$ cat src/rtl/switch_arb_pkg.sv
// switch_arb_pkg: default sizes and FSM state type shared by the switch arbiter files
package switch_arb_pkg;
    localparam int DEF_NUM_REQ   = 4;
    localparam int DEF_ADDR_W    = 8;
    localparam int DEF_DATA_W    = 16;
    localparam int DEF_BURST_MAX = 4;
    typedef enum logic {IDLE, BURST} state_t;
endpackage

$ cat src/rtl/switch_arb_rr_pick.sv
// rr_pick: round-robin winner search over an eligible vector
// ports: elig (eligible requesters), start (first index searched, wraps),
//        win (one-hot winner or zero), valid (any eligible)
module rr_pick #(
    parameter int N  = 4,
    parameter int IW = N > 1 ? $clog2(N) : 1
) (
    input  logic [N-1:0]  elig,
    input  logic [IW-1:0] start,
    output logic [N-1:0]  win,
    output logic          valid
);
    logic [IW:0] j;
    logic        found;
    assign valid = |elig;
    always_comb begin
        win   = '0;
        found = 1'b0;
        j     = '0;
        for (int k = 0; k < N; k++) begin
            j = {1'b0, start} + (IW+1)'(k);
            j = j >= (IW+1)'(N) ? j - (IW+1)'(N) : j;
            if (!found && elig[j[IW-1:0]]) begin
                win[j[IW-1:0]] = 1'b1;
                found          = 1'b1;
            end
        end
    end
endmodule

$ cat src/rtl/switch_arb.sv
// switch_arb: burst-limited round-robin arbiter feeding one switch input port
// ports: clk, rst_n (async active-low); req/req_mask per requester with
//        req_addr/req_data payloads; gnt (one-hot beat accepted this cycle);
//        sw_addr/sw_data/sw_valid (registered beat, one cycle after gnt); busy (in BURST)
module switch_arb
    import switch_arb_pkg::*;
#(
    parameter int NUM_REQ   = DEF_NUM_REQ,
    parameter int ADDR_W    = DEF_ADDR_W,
    parameter int DATA_W    = DEF_DATA_W,
    parameter int BURST_MAX = DEF_BURST_MAX
) (
    input  logic                           clk,
    input  logic                           rst_n,
    input  logic [NUM_REQ-1:0]             req,
    input  logic [NUM_REQ-1:0][ADDR_W-1:0] req_addr,
    input  logic [NUM_REQ-1:0][DATA_W-1:0] req_data,
    input  logic [NUM_REQ-1:0]             req_mask,
    output logic [NUM_REQ-1:0]             gnt,
    output logic [ADDR_W-1:0]              sw_addr,
    output logic [DATA_W-1:0]              sw_data,
    output logic                           sw_valid,
    output logic                           busy
);
    localparam int IW = NUM_REQ > 1 ? $clog2(NUM_REQ) : 1;
    localparam int CW = $clog2(BURST_MAX + 1);
    localparam logic [CW-1:0] CMAX = CW'(BURST_MAX);
    localparam logic [IW-1:0] LAST = IW'(NUM_REQ - 1);

    state_t             state, state_nx;
    logic [IW-1:0]      owner, owner_nx, ptr, ptr_nx, win_idx, sel;
    logic [CW-1:0]      cnt, cnt_nx;
    logic [NUM_REQ-1:0] elig, win, own_oh, gnt_i;
    logic               win_vld, keep;

    assign elig = req & ~req_mask;

    // ptr always holds (last owner + 1) mod NUM_REQ, so the same search serves
    // both IDLE arbitration and in-burst rotation
    rr_pick #(.N(NUM_REQ), .IW(IW)) u_pick (
        .elig  (elig),
        .start (ptr),
        .win   (win),
        .valid (win_vld)
    );

    always_comb begin
        win_idx = '0;
        for (int i = 0; i < NUM_REQ; i++)
            win_idx = win[i] ? IW'(i) : win_idx;
        own_oh        = '0;
        own_oh[owner] = 1'b1;
        keep     = state == BURST && elig[owner] && cnt < CMAX;
        sel      = keep ? owner : win_idx;
        gnt_i    = keep ? own_oh : (win_vld ? win : '0);
        state_nx = keep || win_vld ? BURST : IDLE;
        owner_nx = keep || !win_vld ? owner : win_idx;
        cnt_nx   = keep ? cnt + CW'(1) : (win_vld ? CW'(1) : '0);
        ptr_nx   = !keep && win_vld ? (win_idx == LAST ? '0 : win_idx + IW'(1)) : ptr;
    end

    // gnt is gated by rst_n so it drops asynchronously even with requests pending
    assign gnt  = rst_n ? gnt_i : '0;
    assign busy = state == BURST;

    always_ff @(posedge clk or negedge rst_n) begin
        if (!rst_n) begin
            state    <= IDLE;
            owner    <= '0;
            cnt      <= '0;
            ptr      <= '0;
            sw_valid <= 1'b0;
            sw_addr  <= '0;
            sw_data  <= '0;
        end else begin
            state    <= state_nx;
            owner    <= owner_nx;
            cnt      <= cnt_nx;
            ptr      <= ptr_nx;
            sw_valid <= |gnt_i;
            if (|gnt_i) begin
                sw_addr <= req_addr[sel];
                sw_data <= req_data[sel];
            end
        end
    end
endmodule

$ cat config.mk
export PLATFORM = sky130hd
export DESIGN_NAME = switch_arb
export DESIGN_NICKNAME = d
export VERILOG_FILES = /design/src/rtl/switch_arb_pkg.sv /design/src/rtl/switch_arb_rr_pick.sv /design/src/rtl/switch_arb.sv
export SDC_FILE = /design/constraint.sdc
export NUM_CORES = 1
export LEC_CHECK = 0
export ABC_CLOCK_PERIOD_IN_PS = 8200
export BUFFER_PORTS_ARGS = -buffer_cell sky130_fd_sc_hd__buf_2
export CORE_MARGIN = 2
export CORE_UTILIZATION = 35
export CTS_CLUSTER_DIAMETER = 60
export DETAILED_ROUTE_END_ITERATION = 7
export PLACE_DENSITY = 0.65
export SLEW_MARGIN = 10
export SYNTH_ARGS = -nofsm -noshare
export SYNTH_HDL_FRONTEND = slang
export SYNTH_SLANG_ARGS = --single-unit
export TNS_END_PERCENT = 20
$ cat constraint.sdc
create_clock -name clk -period 8.2 [get_ports clk]
set_input_delay 1.64 -clock clk [delete_from_list [all_inputs] [get_ports clk]]
set_output_delay 1.64 -clock clk [all_outputs]
set_load 0.02 [all_outputs]
-- Word level (Yosys, flattened, before mapping)
Index checks and enable logic that the tools add are counted.
- memories: 0
- latch bits: 0
- flip-flop bits (word level): 33
- ROM bits: 0
- bits in writable memories: 0
- output and inout bits: 30
- $lt $le $gt $ge: 16
- bitwise logic cells: 5
- shift-type cells: 0
- $add $sub $neg: 9
- mux-type cells: 46
- equal/unequal tests: 1
- divide/modulo/power cells: 0
- reductions and logical operators: 20
- multipliers: 0
- operators by type and width (kind ; number):
    binary-select mux 16 bit (select 2 bit) ; 1
    2-to-1 mux 4 bit ; 7
    less-than comparator 2 x 3 -> 1 bit, second input constant ; 6
    binary-select mux 8 bit (select 2 bit) ; 1
    2-to-1 mux 1 bit ; 16
    2-to-1 mux 16 bit ; 1
    2-to-1 mux 2 bit ; 8
    bitwise OR 4 bit ; 3
    logical AND 1 bit ; 11
    binary-select mux 1 bit (select 2 bit) ; 5
    demux 1 bit (select 2 bit) ; 5
    greater-or-equal comparator 2 x 1 -> 1 bit, second input constant ; 5
    greater-or-equal comparator 3 bit, second input constant ; 3
    2-to-1 mux 8 bit ; 1
    OR reduction 4 bit ; 2
    subtractor 2 x 1 -> 2 bit, second input constant ; 4
    adder 2 x 2 -> 3 bit, second input constant ; 2
    zero test 1 bit ; 5
    bitwise AND 4 bit ; 1
    inverter 4 bit ; 1
    adder 2 x 1 -> 3 bit, second input constant ; 1
    adder 3 x 1 -> 3 bit, second input constant ; 1
    greater-or-equal comparator 2 x 3 -> 1 bit, second input constant ; 1
    less-than comparator 3 bit, second input constant ; 1
    other kinds (4) ; 5

-- Logic depth before layout (Yosys ltp)
Gate-level depths: netlist of the first run.
- depth in word-level cells: 20
- mapped depth: 12
- depth with buffers taken out: 10

-- By module
From an unflattened synthesis of the first run, not the netlist that was laid out.
- cells, all modules: 340
- area, all modules: 3034.2 um^2
- by module, submodules not included (module ; cells an instance ; sequential area each (um^2) ; area each (um^2) ; instances):
    switch_arb ; 303 ; 825.8 ; 2688.8 ; 1
    rr_pick ; 37 ; 0.0 ; 345.3 ; 1

-- Worst setup path after synthesis of the first run
OpenSTA, ideal clock, no wires.
- path type: input-to-output
- start point: input req_mask[3]
- end point: output gnt[3]
- setup slack: 3152 ps
- data required time: 6560 ps
- arrival time: 3408 ps
- stages: 7
- cell sequence: nand2b_1 mux4_2 or3b_1 o211ai_1 a21o_1 mux2i_1 nor2b_1
- word-level cells in the longest chain between the ends: 17
- RTL lines (what ; line ; RTL):
    from (decl) ; switch_arb.sv:18 ; input logic [NUM_REQ-1:0] req_mask,
    inverter 4 bit (*) ; switch_arb.sv:36 ; assign elig = req & ~req_mask;
    bitwise AND 4 bit (*) ; switch_arb.sv:36 ;
    binary-select mux 1 bit (select 2 bit) ; switch_arb_rr_pick.sv:23 ; if (!found && elig[j[IW-1:0]]) begin
    2-to-1 mux 1 bit (not written as such) ; switch_arb_rr_pick.sv:23 ;
    2-to-1 mux 1 bit ; switch_arb_rr_pick.sv:23 ;
    zero test 1 bit ; switch_arb_rr_pick.sv:23 ;
    logical AND 1 bit ; switch_arb_rr_pick.sv:23 ;
    2-to-1 mux 1 bit ; switch_arb_rr_pick.sv:23 ;
    zero test 1 bit ; switch_arb_rr_pick.sv:23 ;
    logical AND 1 bit ; switch_arb_rr_pick.sv:23 ;
    2-to-1 mux 1 bit ; switch_arb_rr_pick.sv:23 ;
    zero test 1 bit ; switch_arb_rr_pick.sv:23 ;
    logical AND 1 bit ; switch_arb_rr_pick.sv:23 ;
    2-to-1 mux 4 bit ; switch_arb_rr_pick.sv:23 ;
    2-to-1 mux 4 bit ; switch_arb.sv:55 ; gnt_i = keep ? own_oh : (win_vld ? win : '0);
    2-to-1 mux 4 bit (*) ; switch_arb.sv:55 ;
    2-to-1 mux 4 bit (*) ; switch_arb.sv:63 ; assign gnt = rst_n ? gnt_i : '0;
    to (decl) ; switch_arb.sv:19 ; output logic [NUM_REQ-1:0] gnt,
Mark *: on every way between the ends. The rest lies on a longest branch, timed or not. The select of a mux whose other input is x is not followed.

-- Final worst setup path of the first run
- start point: input req_mask[3]
- end point: output gnt[2]
Same word-level chain as after synthesis.

==> metrics, run 1 <==
EDFF count, synth 0; final RePlAce weighted congestion about 0.80; post-CTS setup buffers 0; DRC 0; most common cell in the netlist nand2_1; Power Internal about 700 uW; worst hold path type reg2reg; CTS tree done; Slew Viols, Final 0; vias in the first global route 2,642; drt total wl 7410 um; Reg power frac 0.203; HPWL Detailed roughly 5500 um; clk_lat worst skew 0.28 ns; overall power 1520 uW; Crit Path Max Fanout 16; post-route ant nets 0; antenna violations before repair 0; # hold bufs at CTS 0; Total GRT Usage 0.184; clock-pin slew on the worst setup and hold paths 0.07 ns; Layout fillers 711; Routed wire per std cell 14.6 um; Placed Area between 3000 and 4000 sq um; Final Instance Area 3280 sq um; Primary FF master, synth dfrtp_1; Post-Route Utilization 0.478; Initial Util 0.365; synthesized area 2510 sq um; worst path arrival time 3.75 ns; core area 6870 sq um; P_leak ~0.0015 uW; Worst Max-Slew Pin Slew 1.11 ns; area growth from synthesis to layout 30.8%; Worst Setup SP req_mask[3]; worst hold slack approximately 0.49 ns; VDD IR max 0.167 mV; start of the worst register-to-register path ptr[0]; GRT met1 Usage 0.209; area leader, netlist dfrtp_1; Gate Count Post-Synth between 200 and 300; hold violation total from the final report 0; startpoint type of the worst setup path primary input; GR peak layer met2; Sw Ratio 0.544; HP Start cnt[0]; pin count of the biggest net entering global routing 49; final cycle utilization of the critical path 0.658; Setup crit end kind primary output; share of layout cells above drive strength 1 0.387; Synth top area share 0.329; gr ovfl total 0; Psw 829 uW; total number of vias 2,650; FF+latch count, synth 33; CTS buffer count 5; Post-synth ARST share 1.00; Critical Path RT 6.56 ns; pwr dens 465 nW/um^2; RSZ-0062 raised after global routing no; final net count 527; CTS max path bufs 2; Setup CP Type in2out; setup_tns 0 ns; First-pass DRT Iterations 4; H-tree depth 2; MaxCap Viol Count 0; GR Util met2 0.339; Max Clock Freq around 190 MHz; Synth area leaders dfrtp_1 (33%), nand2_1 (9.6%), a311oi_1 (8.4%); Clk pwr share 0.080; vias per cell 5.21; first-pass GRT wire length 11,600 um; status completed; synthesized area per cell 8.68 sq um; Sink Count 33; M3 GR Usage 0.0438; Comb power frac 0.716; Initial DRC Count 60; distinct cell type count after synthesis 43; syn nets around 400; row cnt 30; DIE WIDTH around 90 um; io pins 136; total die area roughly 7900 sq um; YS warnings 0; relative slew slack 0.257; n_diodes 0; Layout Skew 0.00931 ns; IO buf count 135; Root Buffer Master clkbuf_8; fin crit period 5.39 ns; post-synthesis sequential area ratio 0.329; synth cell count leaders nand2_1 (64), dfrtp_1 (33), nor2_1 (30), a211oi_1 (25); DIE HEIGHT 88.7 um; # setup viols final 0; Gates resized, CTS repair 0
-- logic make-up after synthesis --
group                      Yosys count  synth area share
DFF                                 33             0.329
adders and majority gates            9            0.0449
AOI/OAI and AO/OA                   95             0.306
and+or+nand+nor                    124             0.229
muxes                                5            0.0399
buffers and inverters               23            0.0513
-- power by group through the flow --
stage	clock network, uW	logic [uW]	registers, uW
after global routing	135	1220	322
after CTS	128	1110	310
after detailed placement	0	1110	312
after floorplan	0	804	387
final	123	1090	310
after global placement	0	1090	311
-- final timing paths --
check / endpoint / depth (start not counted) / slack [ns]
max in group asynchronous: sw_data[7] / 1 / 6.23
min in group asynchronous: sw_valid / 1 / 1.45
max reg2reg: sw_addr[0] / 10 / 3.79
max: gnt[2] / 8 / 2.81
min: cnt[0] / 1 / 0.49
min reg2reg: cnt[0] / 1 / 0.49
-- cell type report --
type | instances | area, sq um | share of cell area
clock buffers | 5 | 68.8 | 0.0210
clock inverters | 3 | 17.5 | 0.00534
inverters | 4 | 15.0 | 0.00457
multi-input cells | 233 | 1560 | 0.475
flip-flops and latches | 33 | 826 | 0.252
well taps | 96 | 120 | 0.0366
repair buffers | 135 | 676 | 0.206
-- registers in the layout (all words and copies together) (netlist names) --
| name | flops |
|---|---|
| owner | 2 |
| busy | 1 |
| sw_valid | 1 |
| cnt | 3 |
| sw_addr | 8 |
| sw_data | 16 |
| ptr | 2 |
-- metal layers --
layer / vias up / wire length (um)
met2: 78 / 3900
met5: - / 0
met3: 8 / 390
met4: 0 / 90
met1: 1253 / 3030
li1: 1311 / -
-- cells in the final DEF (no fill, tap or decap), drive strengths merged, types with 5 or more instances in the layout --
master  instances
clkbuf          5
nor2b           5
o21ai           6
ha              9
buf           135
dfrtp          33
a21boi         24
nor2           30
nand2          64
and2            9
a311oi         24
a211oi         27
-- stage by stage --
step	worst slack, ns	instances
floorplan	3.15	289
global placement	2.90	501
detailed placement	2.81	501
CTS	2.82	509
global route	2.58	509
finish	2.81	509
-- worst max-delay path: stages --
cell and delay, ns:
buf_2 0.10, nand2b_1 0.22, mux4_2 0.51, nor3b_2 0.71, nand3_1 0.14, o21ai_0 0.11
and2_1 0.16, buf_2 0.17
(Power assumes the default switching activity.)
==> run 2: changes to the inputs <==
--- a/config.mk
+++ b/config.mk
@@ -5,13 +5,13 @@
 export SDC_FILE = /design/constraint.sdc
 export NUM_CORES = 1
 export LEC_CHECK = 0
-export ABC_CLOCK_PERIOD_IN_PS = 8200
+export ABC_AREA = 1
+export ABC_CLOCK_PERIOD_IN_PS = 5600
 export BUFFER_PORTS_ARGS = -buffer_cell sky130_fd_sc_hd__buf_2
 export CORE_MARGIN = 2
 export CORE_UTILIZATION = 35
 export CTS_CLUSTER_DIAMETER = 60
 export DETAILED_ROUTE_END_ITERATION = 7
-export PLACE_DENSITY = 0.65
 export SLEW_MARGIN = 10
 export SYNTH_ARGS = -nofsm -noshare
 export SYNTH_HDL_FRONTEND = slang
==> constraint.sdc (replaced) <==
create_clock -name clk -period 5.6 [get_ports clk]
set_input_delay 1.12 -clock clk [delete_from_list [all_inputs] [get_ports clk]]
set_output_delay 1.12 -clock clk [all_outputs]
set_load 0.02 [all_outputs]
==> run 2 against run 1 <==
Routed wire length increased by 25%. Critical path depth increased by 9. Critical endpoint is now sw_addr[3]. Die area is 25% higher.
==> metrics, run 2 <==
io pins 136 (unchanged); Crit Path Max Fanout 49 (was 16); most frequent cells in the layout nand2_1 (158), nand3_1 (136), buf_2 (135) (was buf_2 (135), nand2_1 (64), dfrtp_1 (33)); drt total wl 9240 um (was 7410 um); n_diodes 0 (unchanged); final net count 766 (was 527); RSZ-0062 raised after global routing no (unchanged); worst path arrival time 4.19 ns (was 3.75 ns); Max Clock Freq 252 MHz; Layout fillers 956 (was 711); Top Registers sw_data: 16 flops, sw_addr: 8 flops, cnt: 3 flops (unchanged); vias per cell 4.74 (was 5.21); Post-synth ARST share 1.00 (unchanged); DRC 0 (unchanged); Routed wire per std cell 12.2 um (was 14.6 um); Setup crit end kind flop (was primary output); Gate Count Post-Synth 533 (was 289); Synth top area share 0.261 (was 0.329); row cnt 34 (was 30); gr ovfl total 0 (unchanged); MaxCap Viol Count 0 (unchanged); Worst Max-Slew Pin Slew 1.05 ns (was 1.11 ns); share of layout cells above drive strength 1 0.268 (was 0.387); antenna violations before repair 0 (unchanged); relative slew slack 0.303 (was 0.257); first-pass GRT wire length 15,300 um (was 11,600 um); post-synthesis sequential area ratio 0.261 (was 0.329); Synth area leaders dfrtp_1 (26%), nand3_1 (21%), nand2_1 (19%) (was dfrtp_1 (33%), nand2_1 (9.6%), a311oi_1 (8.4%)); Non-Filler Instances 760 (was 509); CTS buffer count 5 (unchanged); hold violation total from the final report 0 (unchanged); area of the multi-input gates 1740 sq um (was 1560 sq um); Root Buffer Master clkbuf_8 (unchanged); H-tree depth 2 (unchanged); CTS tree done (unchanged); Setup CP Type reg2reg (was in2out); FF/Latch Area 826 sq um (unchanged); DIE WIDTH 99.2 um (was 88.7 um); Post-Route Utilization 0.451 (was 0.478); Critical Path RT 5.82 ns (was 6.56 ns); post-route ant nets 0 (unchanged); CTS max path bufs 2 (unchanged); # setup viols final 0 (unchanged); pin count of the biggest net entering global routing 50 (was 49); Reg with most FFs sw_data (unchanged); synthesized area 3170 sq um (was 2510 sq um); IO buf count 135 (unchanged); worst hold path type reg2reg (unchanged); Initial Util 0.362 (was 0.365); First-pass DRT Iterations 4 (unchanged); synth cell count leaders nand2_1 (159), nand3_1 (136), inv_1 (113), dfrtp_1 (33), buf_2 (16) (was nand2_1 (64), dfrtp_1 (33), nor2_1 (30), a211oi_1 (25)); startpoint type of the worst setup path flop (was primary input); Initial DRC Count 169 (was 60); max reg flops 16 (unchanged); final cycle utilization of the critical path 0.709; dpl cells 752 (was 501); post-CTS setup buffers 0 (unchanged); most common cell in the netlist nand2_1 (unchanged); # hold bufs at CTS 0 (unchanged); Total GRT Usage 0.186 (was 0.184); vias in the first global route 3,427 (was 2,642); Layout Skew 0.00297 ns (was 0.00931 ns); core area 8760 sq um (was 6870 sq um); syn nets 648 (was 404); EDFF count, synth 0 (unchanged); total die area 9830 sq um (was 7860 sq um); most common cell after layout, fill and taps aside nand2_1 (was buf_2); synthesized area per cell 5.95 sq um (was 8.68 sq um); total number of vias 3,602 (was 2,650); clock-pin slew on the worst setup and hold paths 0.07 ns (about the same); area growth from synthesis to layout 24.7% (was 30.8%); DIE HEIGHT 99.2 um (was 88.7 um); FF+latch count, synth 33 (unchanged); clk_lat worst skew 0.28 ns (about the same); final RePlAce weighted congestion 0.900 (was 0.804); Gates resized, CTS repair 0 (unchanged); distinct cell type count after synthesis 29 (was 43); Slew Viols, Final 0 (unchanged); fin crit period 3.97 ns; Primary FF master, synth dfrtp_1 (unchanged); YS warnings 0 (unchanged); Sink Count 33 (unchanged); status completed (unchanged); HPWL Detailed 6820 um (was 5510 um); area leader, netlist dfrtp_1 (unchanged); setup_tns 0 ns (unchanged)
==> run 2: cell count changes after synthesis, sizes merged, moves of 24 or more <==
cell and change:
nand3 +141, a211oi -27, a311oi -24, nand2 +101, a21boi -24, inv +115
==> run 2: path summary, 6_finish.rpt <==
kind	start	endpoint	slack [ns]	cells past startpoint
max	ptr[0]	sw_addr[3]	1.63	17
min in group asynchronous	rst_n	sw_data[14]	0.92	1
max in group asynchronous	rst_n	busy	4.18	1
max reg2reg	ptr[0]	sw_addr[3]	1.63	17
min reg2reg	cnt[0]	cnt[0]	0.48	1
min	cnt[0]	cnt[0]	0.48	1
==> run 2: metrics by stage <==
step | worst slack [ns] | area [sq um] | hold WS (ns)
4_1_cts | 1.63 | 3950 | 0.489
3_5_place_dp | 1.37 | 3850 | 0.479
3_3_place_gp | 1.49 | 3850 | 0.466
6_report | 1.63 | 3950 | 0.483
5_1_grt | 1.23 | 3950 | 0.533
2_1_floorplan | 2.13 | 3170 | 0.446
==> run 2: area by class of cell <==
| type | instances | share of cell area |
|---|---|---|
| inverters | 121 | 0.115 |
| well taps | 108 | 0.0342 |
| clock inverters | 1 | 0.00127 |
| clock buffers | 7 | 0.0244 |
| repair buffers | 138 | 0.177 |
| flip-flops and latches | 33 | 0.209 |
| multi-input cells | 352 | 0.440 |
==> run 2: kinds of logic (layout without fill, tap and decap cells) <==
kind of cell,count (synthesis),count (layout),share of synthesized area
and+or+nand+nor,328,328,0.480
buffers and inverters,148,267,0.195
AOI/OAI and AO/OA,15,15,0.0292
DFF,33,33,0.261
adders and majority gates,9,9,0.0355
==> run 2: routing by layer <==
| metal | routed length, um | GRT usage | part of all wire | up-vias |
|---|---|---|---|---|
| met5 | 0 | 0 | 0 | - |
| met4 | 87 | 0.0379 | 0.0094 | 0 |
| li1 | - | - | - | 1862 |
| met1 | 4250 | 0.245 | 0.46 | 1594 |
| met2 | 4310 | 0.322 | 0.47 | 138 |
| met3 | 595 | 0.0323 | 0.064 | 8 |
==> run 2: worst max-delay path, cell delays in order, from the launching register on <==
cell	delay, ns
dfrtp_1	0.57
inv_2	0.21
ha_1	0.38
inv_1	0.11
nand3_1	0.08
nand2_1	0.08
nand2_2	0.08
nor2_4	0.12
nand2_1	0.10
nand3_2	0.11
nor2_1	0.07
nand2_2	0.66
nand2_2	0.75
nand2_1	0.22
nand3_1	0.09
nand2_1	0.13
nand2_1	0.06
nand2_1	0.08
Power of run 2 is not shown: default switching activity piles up to over one toggle a cycle in this logic, so the estimate is an artifact.
==> run 3: changes to the inputs <==
--- a/config.mk
+++ b/config.mk
@@ -5,13 +5,14 @@
 export SDC_FILE = /design/constraint.sdc
 export NUM_CORES = 1
 export LEC_CHECK = 0
-export ABC_AREA = 1
-export ABC_CLOCK_PERIOD_IN_PS = 5600
+export ABC_AREA = 0
+export ABC_CLOCK_PERIOD_IN_PS = 3600
 export BUFFER_PORTS_ARGS = -buffer_cell sky130_fd_sc_hd__buf_2
 export CORE_MARGIN = 2
 export CORE_UTILIZATION = 35
 export CTS_CLUSTER_DIAMETER = 60
 export DETAILED_ROUTE_END_ITERATION = 7
+export PLACE_DENSITY = 0.68
 export SLEW_MARGIN = 10
 export SYNTH_ARGS = -nofsm -noshare
 export SYNTH_HDL_FRONTEND = slang
==> constraint.sdc (replaced) <==
create_clock -name clk -period 3.6 [get_ports clk]
set_input_delay 0.72 -clock clk [delete_from_list [all_inputs] [get_ports clk]]
set_output_delay 0.72 -clock clk [all_outputs]
set_load 0.02 [all_outputs]
==> run 3 against run 2 <==
Cell count fell by 31%. Via count down 23%. Routed wire length fell by 15%. Sequential cell count did not move. Critical path type is now reg2out.
==> metrics, run 3 (synthesis gave the netlist of run 1 again) <==
CTS buffer count 5 (unchanged); area growth from synthesis to layout 37.4% (was 24.7%); MaxCap Viol Count 0 (unchanged); pwr dens 1090 nW/um^2; DIE WIDTH 88.7 um (was 99.2 um); final cycle utilization of the critical path 0.967; first-pass GRT wire length 12,400 um (was 15,300 um); Root Buffer Master clkbuf_8 (unchanged); dpl ws 0.207 ns (was 1.37 ns); Initial DRC Count 114 (was 169); Setup crit end kind primary output (was flop); Post-Route Utilization 0.502 (was 0.451); startpoint type of the worst setup path flop (unchanged); H-tree depth 2 (unchanged); GR Util met2 0.352 (was 0.322); Sink Count 33 (unchanged); drt total wl 7890 um (was 9240 um); Slew Viols, Final 0 (unchanged); VDD IR max 0.566 mV; vias per cell 5.27 (was 4.74); M3 GR Usage 0.0429 (was 0.0323); DIE HEIGHT 88.7 um (was 99.2 um); Crit Path Max Fanout 6 (was 49); gr ovfl total 0 (unchanged); status completed (unchanged); IO buf count 135 (unchanged); Final Instance Area 3450 sq um (was 3950 sq um); Worst Max-Slew Pin Slew 0.484 ns (was 1.05 ns); Layout Skew 0.00971 ns (was 0.00297 ns); Max Clock Freq 287 MHz; GR peak layer met2 (unchanged); Reg with most FFs sw_data (unchanged); worst path arrival time 2.76 ns (was 4.19 ns); max reg flops 16 (unchanged); Placed Area 3330 sq um (was 3850 sq um); CTS tree done (unchanged); hold violation total from the final report 0 (unchanged); n_diodes 0 (unchanged); Top Registers sw_data: 16 flops, sw_addr: 8 flops, cnt: 3 flops (unchanged); overall power 3750 uW; GRT met1 Usage 0.249 (was 0.245); # setup viols final 0 (unchanged); most common cell after layout, fill and taps aside buf_2 (was nand2_1); antenna violations before repair 0 (unchanged); worst hold path type reg2reg (unchanged); CTS max path bufs 2 (unchanged); pin count of the biggest net entering global routing 49 (was 50); post-route ant nets 0 (unchanged); P_leak 0.00164 uW; clock-pin slew on the worst setup and hold paths 0.07 ns (about the same); Initial Util 0.365 (was 0.362); most frequent cells in the layout buf_2 (135), nand2_1 (64), dfrtp_1 (33) (was nand2_1 (158), nand3_1 (136), buf_2 (135)); First-pass DRT Iterations 4 (unchanged); core area 6870 sq um (was 8760 sq um); Setup CP Type reg2out (was reg2reg); Critical Path RT 2.88 ns (was 5.82 ns); worst setup margin 0.120 ns (was 1.63 ns); Routed wire per std cell 14.9 um (was 12.2 um); total number of vias 2,785 (was 3,602); row cnt 30 (was 34); final RePlAce weighted congestion 0.867 (was 0.900); # hold bufs at CTS 0 (unchanged); io pins 136 (unchanged); vias in the first global route 2,700 (was 3,427); DRC 0 (unchanged); clk_lat worst skew 0.28 ns (about the same); final net count 546 (was 766); fin crit period 3.48 ns; share of layout cells above drive strength 1 0.417 (was 0.268); Total GRT Usage 0.200 (was 0.186); relative slew slack 0.678 (was 0.303); total die area 7860 sq um (was 9830 sq um); HPWL Detailed 5980 um (was 6820 um)
run 3: cell types whose count changed in the layout (fill, tap and decap cells not counted), sizes merged, moves of 4 or more:
cell    previous run  this run
nor2b              0         5
and2               0         9
a311oi             0        24
nor2              16        30
mux4               0         4
nand2            165        64
a211oi             0        27
buf              138       154
nand2b             0         4
inv              119         4
a21boi             0        24
nand3            143         2
run 3: metal layers:
layer / routed length, um / up-vias
met5: 0 / -
met4: 63 / 0
met3: 395 / 6
met2: 4150 / 85
met1: 3280 / 1348
li1: - / 1346
run 3: what timing repair did:
item	in CTS	in global routing
setup buffers	0	1
gates resized for setup	0	4
setup endpoints to repair	0	3
endpoints found under the hold margin	0	0
run 3: power by group:
part	internal, uW	switching (uW)	total (uW)
registers	588	107	695
clock network	134	130	264
logic	1070	1730	2790
run 3: cell type report:
type                    instances  area [sq um]
inverters                       4          15.0
repair buffers                154           818
flip-flops and latches         33           826
multi-input cells             233          1590
fillers                       681          3420
clock inverters                 2          10.0
well taps                      96           120
clock buffers                   6          72.6
run 3: final timing paths:
path                        start         end  slack [ns]  depth (start not counted)
setup / recovery           ptr[0]      gnt[3]        0.12                          9
hold reg to reg            cnt[0]      cnt[0]        0.48                          1
hold / removal             cnt[0]      cnt[0]        0.48                          1
max in group asynchronous   rst_n  sw_addr[2]        2.78                          2
setup reg to reg           ptr[0]  sw_addr[5]        0.44                         10
min in group asynchronous   rst_n    sw_valid        0.51                          2
run 3: stage by stage:
step | hold WS [ns] | TNS [ns] | std cells
6_report | 0.479 | 0 | 528
5_1_grt | 0.501 | -0.0368 | 528
4_1_cts | 0.470 | 0 | 527
3_5_place_dp | 0.461 | 0 | 519
3_3_place_gp | 0.441 | 0 | 519
2_1_floorplan | 0.424 | 0 | 289
run 3: critical path, stage by stage, from the launching register on:
cell and delay [ns]:
dfrtp_1 0.35, inv_1 0.13, ha_4 0.33, mux4_2 0.59, or3b_1 0.42, o211ai_1 0.16
a21o_1 0.15, mux2i_1 0.07, nor2b_1 0.12, buf_2 0.17
